[src/rtl/wb_regfile_pkg.sv]
// wb_regfile_pkg: shared widths and constants for the write-back register file
package wb_regfile_pkg;
  localparam int DATA_W = 32;
  localparam int ADDR_W = 5;
  localparam int NUM_REGS = 1 << ADDR_W;
  typedef logic [DATA_W-1:0] word_t;
  typedef logic [ADDR_W-1:0] addr_t;
  localparam word_t ZERO_WORD = '0;
  localparam addr_t REG_ZERO = '0;
endpackage

[src/rtl/wb_llbit_reg.sv]
// wb_llbit_reg: LL/SC link flag with flush priority and same-cycle bypass
module wb_llbit_reg (
  input  logic clk,
  input  logic rst,
  input  logic flush_i,
  input  logic we_i,
  input  logic value_i,
  output logic llbit_o
);
  logic llbit_q, llbit_d;
  always_comb llbit_d = (rst || flush_i) ? 1'b0 : we_i ? value_i : llbit_q;
  always_ff @(posedge clk) llbit_q <= llbit_d;
  // next state doubles as the bypassed output
  assign llbit_o = llbit_d;
endmodule

[src/rtl/wb_regfile.sv]
// wb_regfile: GPRs, HI/LO and LLbit updated from the MEM/WB commit bundle
module wb_regfile
  import wb_regfile_pkg::*;
(
  input  logic              clk,
  input  logic              rst,
  input  logic              wb_we,
  input  logic [ADDR_W-1:0] wb_waddr,
  input  logic [DATA_W-1:0] wb_wdata,
  input  logic              wb_whilo,
  input  logic [DATA_W-1:0] wb_hi,
  input  logic [DATA_W-1:0] wb_lo,
  input  logic              wb_LLbit_we,
  input  logic              wb_LLbit_value,
  input  logic              flush,
  input  logic              re1,
  input  logic              re2,
  input  logic [ADDR_W-1:0] raddr1,
  input  logic [ADDR_W-1:0] raddr2,
  output logic [DATA_W-1:0] rdata1,
  output logic [DATA_W-1:0] rdata2,
  output logic [DATA_W-1:0] hi_o,
  output logic [DATA_W-1:0] lo_o,
  output logic              LLbit_o
);
  word_t regs_q [NUM_REGS];
  word_t hi_q, lo_q;
  logic  re [2];
  addr_t raddr [2];
  word_t rdata [2];
  always_ff @(posedge clk)
    if (rst) begin
      for (int i = 0; i < NUM_REGS; i++) regs_q[i] <= ZERO_WORD;
      hi_q <= ZERO_WORD;
      lo_q <= ZERO_WORD;
    end else begin
      if (wb_we && wb_waddr != REG_ZERO) regs_q[wb_waddr] <= wb_wdata;
      if (wb_whilo) begin
        hi_q <= wb_hi;
        lo_q <= wb_lo;
      end
    end
  assign re[0] = re1;
  assign re[1] = re2;
  assign raddr[0] = raddr1;
  assign raddr[1] = raddr2;
  // read ports bypass the in-flight write so ID never sees stale data
  for (genvar k = 0; k < 2; k++) begin : g_rd
    assign rdata[k] = (rst || !re[k] || raddr[k] == REG_ZERO) ? ZERO_WORD :
                      (wb_we && raddr[k] == wb_waddr) ? wb_wdata : regs_q[raddr[k]];
  end
  assign rdata1 = rdata[0];
  assign rdata2 = rdata[1];
  assign hi_o = hi_q;
  assign lo_o = lo_q;
  wb_llbit_reg u_llbit (
    .clk     (clk),
    .rst     (rst),
    .flush_i (flush),
    .we_i    (wb_LLbit_we),
    .value_i (wb_LLbit_value),
    .llbit_o (LLbit_o)
  );
endmodule

[config.mk]
export PLATFORM = sky130hd
export DESIGN_NAME = wb_regfile
export DESIGN_NICKNAME = d
export VERILOG_FILES = /design/src/rtl/wb_regfile_pkg.sv /design/src/rtl/wb_llbit_reg.sv /design/src/rtl/wb_regfile.sv
export SDC_FILE = /design/constraint.sdc
export NUM_CORES = 2
export LEC_CHECK = 0
export CAP_MARGIN = 20
export CORE_MARGIN = 1.5
export CORE_UTILIZATION = 30
export CTS_CLUSTER_SIZE = 40
export DETAILED_ROUTE_END_ITERATION = 8
export MAX_ROUTING_LAYER = met4
export PLACE_DENSITY = 0.53
export SLEW_MARGIN = 20
export SYNTH_ARGS = -nofsm -noshare
export SYNTH_HDL_FRONTEND = slang
export SYNTH_HIERARCHICAL = 1
export SYNTH_SLANG_ARGS = --single-unit
[constraint.sdc]
create_clock -name clk -period 5.28 [get_ports clk]
set_input_delay 1.056 -clock clk [delete_from_list [all_inputs] [get_ports clk]]
set_output_delay 1.056 -clock clk [all_outputs]
set_load 0.05 [all_outputs]
==> flow_summary.json <==
{
  "outcome": "finished, final reports clean",
  "worst_setup_path_end_kind": "output port",
  "total_neg_setup_slack_ns": 0,
  "mappedNetlistArea_sq_mm": 0.0578,
  "drcViolationCount": 0,
  "numClockSinks": 1089,
  "die_w_um": 442,
  "min_path_type": "reg -> reg",
  "std_cell_rows": 160,
  "area.growth.synth_to_final_pct": 19.2,
  "maximum_number_of_pins_on_one_net_before_global_route_repair": 65,
  "floorplan.initialDensity_pct": 30.3,
  "power_per_cell_area_mw_per_mm2": 313,
  "critical_path_class": "in -> out",
  "vias_per_cell": 5.56,
  "seq_area_frac_synth_pct": 55.5,
  "utilization_pct": 36.1,
  "drt-total-wl_mm": 221,
  "chipHeight_um": 442,
  "vias": 38249,
  "first_global_vias": 38569,
  "worst_ep_arrival_time_ns": 3.96,
  "final_hold_vios": 0,
  "boundary_pin_count": 249,
  "min_delay_path_depth": 2,
  "grt_setup_unrepaired": "no",
  "antenna_found_initial": 17,
  "grt_usage_pct": 22.7,
  "max_slew_margin_pct": 29.4,
  "synth_top_flop_cell": "edfxtp_1",
  "slew_viols_final": 0,
  "cts_tree": "yes",
  "core_region_area_sq_mm": 0.191,
  "worst-r2r-cell-count": 2,
  "cts.hold.buffers_added": 0,
  "wire_per_inst_um": 32.1,
  "worst_clock_skew_ns": 0,
  "slew_at_the_pin_closest_to_its_max_slew_limit_ns": 1.06,
  "grt_overflow": 0,
  "p_leak_nw": 24.5,
  "post_route_cells_drive_above_1_share_pct": 21.1,
  "final.period_utilization_pct": 95.0,
  "dieArea_sq_mm": 0.195,
  "portBuffers": 248,
  "cell_at_the_root_of_the_clock_tree": "clkbuf_16",
  "fmaxAchievable_mhz": 199,
  "edff_count_synth": 1024,
  "ctsLongestPathBuffers": 3,
  "synth_warnings": 6,
  "fin_nets": 4388,
  "dr_pass1_iterations": 7,
  "worst-path-max-fanout": 40,
  "clk_pin_slew_ns": 0.06,
  "drt_first_iter_violations": 4772,
  "asyncSetResetFlopFracSynth_pct": 0,
  "postSynthRegisterBits": 1089,
  "syn_inst": 4037,
  "worst_ep_required_time_ns": 4.22,
  "cts_resized": 0,
  "worstSkewPairLatency_ns": 0.76,
  "htreeDepth": 3,
  "finalSetupViolations": 0,
  "grt_first_pass_wirelength_mm": 306,
  "dpl.hpwl_mm": 139,
  "post_synthesis_average_cell_area_sq_um": 14.3,
  "drv.max_cap_violation_count": 0,
  "netlist-cell-type-count": 51,
  "worst_ir_drop_vdd_mv": 0.248,
  "cts.repair_timing.setup_buffer_count": 0,
  "cts-buffers-inserted": 118,
  "finalWorstPathRequiredPeriod_ns": 5.01,
  "drtAntennaViolNets": 0,
  "place.gp.congestion": 0.866,
  "startpoint_type": "input port"
}
==> path summary, 6_finish.rpt <==
kind	from	endpoint	slack, ns
max	raddr1[0]	rdata1[6]	0.27
min	lo_o[20]$_SDFFE_PP0P_	lo_o[20]$_SDFFE_PP0P_	0.49
max reg2reg	u_llbit/llbit_q$_DFF_P_	u_llbit/llbit_q$_DFF_P_	4.45
min reg2reg	lo_o[20]$_SDFFE_PP0P_	lo_o[20]$_SDFFE_PP0P_	0.49
==> critical path: stages <==
cell and delay, ns:
buf_8 0.34, buf_4 0.33, mux4_2 0.53, a211oi_1 0.72, a211oi_1 0.16, buf_4 0.19, a221o_1 0.31, buf_12 0.17
==> cells in the mapped netlist, drive strengths merged (32+ instances only) <==
| master | n | area [sq um] |
|---|---|---|
| clkbuf | 268 | 1010 |
| edfxtp | 1024 | 30700 |
| nand2 | 67 | 251 |
| o21ai | 34 | 181 |
| a22oi | 63 | 473 |
| nor2 | 135 | 509 |
| a211oi | 55 | 413 |
| and2 | 994 | 6220 |
| o21bai | 33 | 255 |
| dfxtp | 65 | 1300 |
| mux4 | 385 | 8850 |
| mux2i | 417 | 4170 |
| o22ai | 100 | 626 |
| nor3 | 33 | 170 |
| o221ai | 32 | 280 |
| a21oi | 32 | 160 |
| buf | 157 | 958 |
==> report_power, final <==
part	total [W]	switching [W]	internal, W	leakage (nW)
Clock	0.00845	0.00363	0.00481	1.87
Combinational	0.00296	0.00178	0.00118	12.3
Sequential	0.0102	0.000255	0.00991	10.3
==> cell type report <==
| class | count | area (sq um) |
|---|---|---|
| tap | 2511 | 3140 |
| antenna | 4 | 10.0 |
| fill | 17956 | 122000 |
| sequential | 1089 | 32100 |
| clock inverter | 65 | 638 |
| inverter | 2 | 7.51 |
| timing repair buffer | 505 | 5330 |
| multi-input combinational | 2552 | 24500 |
| clock buffer | 152 | 3190 |
==> state kept, by name, summed over array words and instances (netlist names) <==
register and flops:
lo_o 32, regs_q 1024, u_llbit/llbit_q 1, hi_o 32
==> kinds of logic (layout without fill, tap and decap cells) <==
| family | Yosys count | in the layout | share of synthesized area, % |
|---|---|---|---|
| other cells | 1 | 36 | 0.00649 |
| compound gates | 419 | 419 | 5.35 |
| mux | 802 | 802 | 22.5 |
| simple gates | 1289 | 1289 | 13.1 |
| flops | 1089 | 1089 | 55.5 |
| buf+inv | 427 | 724 | 3.41 |
| xor+xnor | 10 | 10 | 0.152 |
==> layer usage <==
layer / track usage, % / vias to the layer above / share of wire [%]
met5: - / - / 0
met4: 11.0 / 0 / 5.1
met3: 2.86 / 450 / 7.0
met2: 37.8 / 1970 / 49
met1: 27.3 / 19950 / 39
li1: - / 15879 / -
==> stage by stage <==
step / total power (W) / std cells / instance area (sq um) / setup slack [ns] / hold slack [ns]
after floorplan: 0.0120 / 4068 / 57900 / 0.637 / 0.663
final: 0.0216 / 6880 / 68900 / 0.266 / 0.494
after detailed placement: 0.0133 / 6659 / 65000 / 0.201 / 0.485
after global placement: 0.0133 / 6659 / 65000 / 0.159 / 0.471
after global routing: 0.0221 / 6877 / 68900 / 0.186 / 0.515
after CTS: 0.0217 / 6876 / 68800 / 0.201 / 0.501
==> layout by cell type, fill, tap and decap left out, types with 63 or more instances in the layout <==
cell / count
clkbuf_16: 123
nor2_1: 102
dfxtp_1: 65
nand2_1: 67
a22oi_1: 63
and2_1: 992
mux4_2: 338
buf_4: 240
mux2i_1: 417
edfxtp_1: 1024
buf_12: 86
o22ai_1: 100
clkdlybuf4s50_1: 173
Note: power is estimated with default switching activity, not from simulation.
